### src/rtl/pcie3_cfg_mesg_tx_arbiter.sv
// Round-robin arbiter that funnels NUM_REQ requesters onto the PCIe cfg message TX port.
// Optional SEND timeout is enabled by defining PCIE3_CFG_MESG_TX_ARB_TIMEOUT_EN.
module pcie3_cfg_mesg_tx_arbiter #(
  parameter int NUM_REQ        = 4,
  parameter int TIMEOUT_CYCLES = 1024
) (
  input  logic                  aclk,
  input  logic                  aresetn,
  input  logic [NUM_REQ-1:0]    s_req_valid,
  input  logic [3*NUM_REQ-1:0]  s_req_type,
  input  logic [32*NUM_REQ-1:0] s_req_data,
  output logic [NUM_REQ-1:0]    s_req_done,
  output logic [NUM_REQ-1:0]    s_req_err,
  output logic                  m_transmit,
  output logic [2:0]            m_transmit_type,
  output logic [31:0]           m_transmit_data,
  input  logic                  m_transmit_done,
  output logic                  busy,
  output logic [2:0]            grant_id,
  output logic                  spurious_done
);

  typedef enum logic [1:0] {IDLE, SEND, DONE} state_t;

  state_t               state_q, state_d;
  logic                 m_transmit_q, m_transmit_d;
  logic [2:0]           type_q, type_d;
  logic [31:0]          data_q, data_d;
  logic [NUM_REQ-1:0]   done_q, done_d;
  logic [2:0]           grant_q, grant_d;
  logic [2:0]           rr_ptr_q, rr_ptr_d;
  logic                 busy_q, busy_d;
  logic                 spurious_q, spurious_d;

`ifdef PCIE3_CFG_MESG_TX_ARB_TIMEOUT_EN
  localparam int CNT_W = (TIMEOUT_CYCLES > 1) ? $clog2(TIMEOUT_CYCLES) : 1;
  logic [CNT_W-1:0]     cnt_q, cnt_d;
  logic [NUM_REQ-1:0]   err_q, err_d;
`endif

  always_comb begin
    int   idx;
    int   win;
    logic found;
    state_d      = state_q;
    m_transmit_d = m_transmit_q;
    type_d       = type_q;
    data_d       = data_q;
    done_d       = '0;
    grant_d      = grant_q;
    rr_ptr_d     = rr_ptr_q;
    busy_d       = busy_q;
    // Done from the core outside SEND is never used for sequencing, only flagged.
    spurious_d   = spurious_q | (m_transmit_done && (state_q != SEND));
`ifdef PCIE3_CFG_MESG_TX_ARB_TIMEOUT_EN
    cnt_d        = cnt_q;
    err_d        = '0;
`endif

    // Search starts at rr_ptr and wraps, so the first valid hit is the round-robin winner.
    found = 1'b0;
    win   = 0;
    for (int k = 0; k < NUM_REQ; k++) begin
      idx = int'(rr_ptr_q) + k;
      if (idx >= NUM_REQ) idx = idx - NUM_REQ;
      if (!found && s_req_valid[idx]) begin
        found = 1'b1;
        win   = idx;
      end
    end

    case (state_q)
      IDLE: begin
        if (found) begin
          state_d      = SEND;
          m_transmit_d = 1'b1;
          busy_d       = 1'b1;
          type_d       = s_req_type[win*3 +: 3];
          data_d       = s_req_data[win*32 +: 32];
          grant_d      = 3'(win);
          rr_ptr_d     = (win == NUM_REQ-1) ? 3'd0 : 3'(win + 1);
`ifdef PCIE3_CFG_MESG_TX_ARB_TIMEOUT_EN
          cnt_d        = '0;
`endif
        end
      end
      SEND: begin
        if (m_transmit_done) begin
          state_d      = DONE;
          m_transmit_d = 1'b0;
          done_d       = NUM_REQ'(1) << grant_q;
        end
`ifdef PCIE3_CFG_MESG_TX_ARB_TIMEOUT_EN
        else if (cnt_q == CNT_W'(TIMEOUT_CYCLES-1)) begin
          state_d      = DONE;
          m_transmit_d = 1'b0;
          done_d       = NUM_REQ'(1) << grant_q;
          err_d        = NUM_REQ'(1) << grant_q;
        end else begin
          cnt_d        = cnt_q + 1'b1;
        end
`endif
      end
      DONE: begin
        state_d = IDLE;
        busy_d  = 1'b0;
      end
      default: begin
        state_d      = IDLE;
        m_transmit_d = 1'b0;
        busy_d       = 1'b0;
      end
    endcase
  end

  always_ff @(posedge aclk or negedge aresetn) begin
    if (!aresetn) begin
      state_q      <= IDLE;
      m_transmit_q <= 1'b0;
      type_q       <= '0;
      data_q       <= '0;
      done_q       <= '0;
      grant_q      <= '0;
      rr_ptr_q     <= '0;
      busy_q       <= 1'b0;
      spurious_q   <= 1'b0;
`ifdef PCIE3_CFG_MESG_TX_ARB_TIMEOUT_EN
      cnt_q        <= '0;
      err_q        <= '0;
`endif
    end else begin
      state_q      <= state_d;
      m_transmit_q <= m_transmit_d;
      type_q       <= type_d;
      data_q       <= data_d;
      done_q       <= done_d;
      grant_q      <= grant_d;
      rr_ptr_q     <= rr_ptr_d;
      busy_q       <= busy_d;
      spurious_q   <= spurious_d;
`ifdef PCIE3_CFG_MESG_TX_ARB_TIMEOUT_EN
      cnt_q        <= cnt_d;
      err_q        <= err_d;
`endif
    end
  end

  assign m_transmit      = m_transmit_q;
  assign m_transmit_type = type_q;
  assign m_transmit_data = data_q;
  assign s_req_done      = done_q;
  assign busy            = busy_q;
  assign grant_id        = grant_q;
  assign spurious_done   = spurious_q;
`ifdef PCIE3_CFG_MESG_TX_ARB_TIMEOUT_EN
  assign s_req_err       = err_q;
`else
  assign s_req_err       = '0;
`endif

endmodule

### config.mk
export PLATFORM = sky130hd
export DESIGN_NAME = pcie3_cfg_mesg_tx_arbiter
export DESIGN_NICKNAME = d
export VERILOG_FILES = /design/src/rtl/pcie3_cfg_mesg_tx_arbiter.sv
export SDC_FILE = /design/constraint.sdc
export NUM_CORES = 1
export LEC_CHECK = 0
export CAP_MARGIN = 20
export CORE_MARGIN = 1
export CORE_UTILIZATION = 36
export DETAILED_ROUTE_END_ITERATION = 12
export GPL_TIMING_DRIVEN = 0
export MAX_ROUTING_LAYER = met4
export PLACE_DENSITY_LB_ADDON = 0.15
export SLEW_MARGIN = 5
export SYNTH_ARGS = -nofsm -noshare
export SYNTH_HDL_FRONTEND = slang
export SYNTH_SLANG_ARGS = --single-unit
### constraint.sdc
create_clock -name aclk -period 3.8 [get_ports aclk]
set_input_delay 0.76 -clock aclk [delete_from_list [all_inputs] [get_ports aclk]]
set_output_delay 0.76 -clock aclk [all_outputs]
set_load 0.01 [all_outputs]
# == Word-level counts from Yosys, hierarchy flattened ==
# Cells that the tools add are included.
# W data, S select, Z words.
# totals
ff_bits,50
output_inout_bits,49
# op_classes
addsub,8
multipliers,1
order_cmp,8
n_eq_ne,6
n_shift,3
n_mux,34
bitwise_logic,3
reduce_logical,12
# op_table
op,n
$mux W32,8
$lt A32 B4 Y1 const B,4
$shiftx A128 B32 Y32,1
$eq A32 B3 Y1 const B,1
$mul A32 B3 Y32 const B,1
$shiftx A12 B32 Y3,1
$sub A4 B3 Y5 const B,3
$mux W1,14
$ge A4 B3 Y1 const B,3
$add A3 B2 Y4 const B,2
$bmux W1 S2,4
$mux W4,2
$reduce_and A2 Y1,3
$add A3 B1 Y4 const B,1
$logic_and A1 B1 Y1,4
$mux W2,2
$ne A2 B2 Y1 const B,2
$pmux W2 S2,1
$shl A1 B3 Y4 const A,1
$sub A3 B3 Y4 const B,1
$add A3 B2 Y3 const B,1
$ge A3 B3 Y1 const B,1
$logic_not A1 Y1,3
$mux W3,1
9 further kinds,10

# == Longest topological paths before layout ==
# logic_depth
ltp_word,17
ltp_mapped,20
depth_no_buf,18

# == Worst setup path after synthesis ==
# Ideal clock, no wire load.
# synth_timing
path_type,register to register
from,reg rr_ptr_q[1]
to,reg type_q[1] (netlist: m_transmit_type[1])
setup_ns,0.087
arrival_ns,4.014
required_time_ns,3.713
setup_slack_ns,-0.300
path_stages_with_launch,19
path_buffers,4
path_cell_list,dfrtp_1 clkbuf_1 inv_1 ha_1 buf_4 nand2_1 nor3_1 or3_4 nor2_8 inv_4 buf_6 buf_6 ha_1 ha_1 fa_1 nand2_1 or4_1 a211o_1 o211ai_1
# synth_via
elab_chain_cells,17
word_cells_on_any_way,44
classes_between,add/sub (7); mul (1); order compare (4); shift (1); mux (24); reduce/logical (7)
# synth_lines
item,line_no,text
"start, declared",31,"logic [2:0] rr_ptr_q, rr_ptr_d;"
"start signal, assigned",138,rr_ptr_q <= rr_ptr_d;
"parallel branches: the longest is 17 deep, another holds $sub A4 B3 Y5",-,
"end signal, assigned",134,type_q <= type_d;
"end, declared",27,"logic [2:0] type_q, type_d;"
# Several ways; the timed one is not identified. The select of a mux whose other input is x is not followed.
# A chain may end at the register's enable or synchronous reset.

# == Worst setup path after layout ==
# Same ends and word-level chain as after synthesis.

==> results.py <==
metrics = {
    "setup_path": {
        "end_kind": "register",
        "startpoint_type": "register",
        "path_buf_inv": 3,
        "r2r_start": "rr_ptr_q[1]",
        "max_stage_delay_ns": 0.49,
        "path_common_cell": "ha_4",
        "crit_fanout": 5,
        "cp.arrival_ns": 4.18,
        "reg2reg_to": "m_transmit_type[1]",
        "setup.worst_path.class": "reg2reg",
        "rrSetupSlack_ns": -0.16,
        "path_cells": "clkbuf_8 -> inv_6 -> ha_4 -> buf_6 -> mux2i_4 -> mux2_4 -> a32oi_1 -> nand3b_1 -> o21ai_4 -> ha_4 -> ha_4 -> a21o_1 -> a21oi_4 -> xnor2_4 -> or4_4 -> a211o_1 -> o211ai_1",
        "required_ns": 4.02,
        "reg2reg_depth": 17,
        "critical-path-slowest-cell": "or4_4",
        "crit_family": "compound AO/OA/AOI/OAI gates",
    },
    "sta": {
        "relSlewSlack_pct": 62.9,
        "skew_ns": 0.0131,
        "setup_ws_ns": -0.165,
        "rsz0062_at_grt": "yes",
        "min_period_ns": 3.96,
        "hold_viol_final": 0,
        "fin_crit_sh_pct": 104,
        "hold_ws_ns": 0.386,
        "finalSetupViolations": 2,
        "report.final.slew_viol_count": 0,
        "worst_pin_slew_ns": 0.557,
        "clock.fmax_mhz": 252,
    },
    "yosys": {
        "yosys_warnings": 0,
        "ys.flop_type": "dfrtp_1",
        "muxShareOfSynthArea_pct": 22.6,
        "synth-xor-area-share_pct": 0.703,
        "syn_area_mm2": 0.00374,
        "synth_area_leaders": "dfrtp_1 (33%), mux2i_1 (19%), a32o_1 (8.8%), nand2_1 (7.9%), ha_1 (3.3%)",
        "synth_largest_area_cell": "dfrtp_1",
        "avgSynthCellArea_um2": 9.54,
        "synth-adder-area-share_pct": 3.88,
        "async_flop_share_pct": 100,
        "seq_area_frac_synth_pct": 33.5,
        "yosysMostFrequentCell": "nand2_1",
        "synth-simple-area-share_pct": 14.9,
        "synth-compound-area-share_pct": 17.8,
        "yosysUniqueCellTypes": 55,
        "synth_top_family_by_area": "multiplexers",
        "synthTopCellsByCount": "nand2_1 (79), mux2i_1 (70), dfrtp_1 (50)",
        "synth_edf_count": 0,
        "synth_top_area_share_pct": 33.5,
        "postSynthCellCount": 392,
        "ys_ff_latch": 50,
    },
    "routing": {
        "drt_iter0_markers": 227,
        "wl_per_cell_um": 17.4,
        "via_per_inst": 5.36,
        "vias": 3964,
        "postRouteAntennaNets": 0,
        "firstDrtPassIters": 4,
        "drc": 0,
        "drt-total-wl_mm": 12.9,
    },
    "min_path": {
        "hold_class": "in2async",
    },
    "grt": {
        "grt_overflow": 0,
        "grt_use_total_pct": 23.4,
        "antenna_found_initial": 0,
        "grt_max_degree": 33,
        "grt_pass1_vias": 3862,
        "grt_pass1_wl_mm": 19.6,
    },
    "place": {
        "gp_congestion": 0.863,
        "place_inst": 717,
        "port_buffers": 187,
        "place_ws_ns": -0.507,
        "hpwl_mm": 9.88,
    },
    "floorplan": {
        "start_util_pct": 37.7,
        "row_count": 36,
        "fp.dieArea_mm2": 0.0108,
        "io_pins": 196,
        "die_w_um": 104,
        "core_area_mm2": 0.00991,
        "die_y_um": 104,
    },
    "layout": {
        "antenna_cells": 0,
        "area_delta_synth_final_pct": 68.9,
        "final_cells": 740,
        "nets": 764,
        "fin_util_pct": 63.7,
        "n_fill_cell": 835,
        "multiInputGateArea_mm2": 0.00251,
        "regArea_mm2": 0.00125,
        "drive_above_1_share_pct": 15.2,
    },
    "clock_tree": {
        "cts_num_sinks": 50,
        "clk_pin_slew_worst_paths_ns": 0.11,
        "cts_made_buffers": 5,
        "root_buffer": "clkbuf_8",
        "cts_hold_buf": 0,
        "tritoncts": "done",
        "insertion_delay_ns": 0.31,
        "cts_max_level": 2,
        "clockBufferDepth": 2,
    },
    "outcome": {
        "status": "finished, violations left",
        "failed_checks": "negative setup slack",
    },
    "flow_run": {
        "drv_cap": 0,
    },
    "power": {
        "vdd.ir_drop.worst_uv": 352,
        "leakage_nw": 2.72,
        "p_total_w": 0.00508,
        "powerDensity_mw_per_mm2": 804,
    },
}
flip-flops by register name, indices dropped and copies added, names as in the netlist:
name and flops:
m_transmit_data 32, s_req_done 4, grant_id 3, m_transmit_type 3
rr_ptr_q 3, state_q 2, busy 1, m_transmit 1
spurious_done 1
worst reg2reg max path, cell delays in order, from the launching register on:
cell      delay (ns)
dfrtp_1         0.38
clkbuf_8        0.15
inv_6           0.03
ha_4            0.28
buf_6           0.12
mux2i_4         0.25
mux2_4          0.32
a32oi_1         0.16
nand3b_1        0.19
o21ai_4         0.12
ha_4            0.30
ha_4            0.20
a21o_1          0.17
a21oi_4         0.25
xnor2_4         0.14
or4_4           0.49
a211o_1         0.24
o211ai_1        0.08
kinds of logic after synthesis:
logic type,Yosys count
compound gates,80
mux,78
flops,50
fa+ha+maj,11
simple gates,121
other cells,1
buf+inv,48
xor+xnor,3
repair_timing:
| action | CTS | global route |
|---|---|---|
| cloned | 1 | 0 |
| setup buffers | 14 | 2 |
| setup endpoints to repair | 3 | 3 |
| resized for setup | 24 | 12 |
| pin swaps | 14 | 8 |
through the flow:
stage	TNS [ns]	area [µm²]
2_1_floorplan	0	3850
3_3_place_gp	-0.953	5890
3_5_place_dp	-1.22	5900
4_1_cts	-0.120	6220
5_1_grt	-0.590	6310
6_report	-0.268	6310
power by group:
part	switching [W]	total [W]	internal (W)
registers	0.000136	0.000909	0.000773
clock network	0.000198	0.000336	0.000138
logic	0.00192	0.00383	0.00191
cell type report:
cell class | count | area share (%)
timing repair buffer | 205 | 31.9
inverter | 13 | 1.01
tap | 133 | 2.64
buffer | 33 | 3.39
sequential | 50 | 19.8
clock inverter | 3 | 0.456
clock buffer | 5 | 1.09
multi-input combinational | 298 | 39.7
cell usage in the layout (no fill, tap or decap), drive strengths merged, types with 2 or more instances in the layout:
master         synthesis  final
nand2b                 4      4
nand3b                 3      3
a2111oi                3      3
nand3                  7      7
a21oi                  7      7
xor2                   2      2
nor3                   4      4
or4                    2      2
a211o                  2      2
mux2                   3      3
nor2                  13     13
a32oi                  3      3
mux2i                 70     70
ha                    10     10
dfrtp                 50     50
clkdlybuf4s50          0    186
o21a                   2      2
nor4b                  2      2
o41ai                  2      2
mux4                   5      5
o311ai                 2      2
a21o                   2      2
conb                   1      5
buf                   20     38
nand2                 79     79
clkbuf                15     19
o21ai                 16     16
a32o                  33     33
inv                   13     15
routing by layer:
| metal | wire (µm) | up-vias | track usage, % | share of wire [%] |
|---|---|---|---|---|
| met5 | 0 | - | - | 0 |
| met4 | 161 | 0 | 5.10 | 1.2 |
| met3 | 628 | 12 | 4.07 | 4.9 |
| met1 | 5290 | 1948 | 26.9 | 41 |
| met2 | 6820 | 138 | 42.5 | 53 |
| li1 | - | 1866 | - | - |
worst max-delay path by stage:
stage / depth (start not counted) / endpoint / from / slack (ns)
2_1_floorplan: 16 / m_transmit_type[1] / rr_ptr_q[0] / 0.003
3_3_place_gp: 14 / m_transmit_type[1] / s_req_valid[0] / -0.39
3_5_place_dp: 16 / m_transmit_type[2] / s_req_valid[3] / -0.51
4_1_cts: 16 / m_transmit_type[1] / rr_ptr_q[1] / -0.08
5_1_grt: 17 / m_transmit_type[1] / rr_ptr_q[1] / -0.26
6_report: 17 / m_transmit_type[1] / rr_ptr_q[1] / -0.16
No activity file was read; power rests on OpenSTA's default activity.
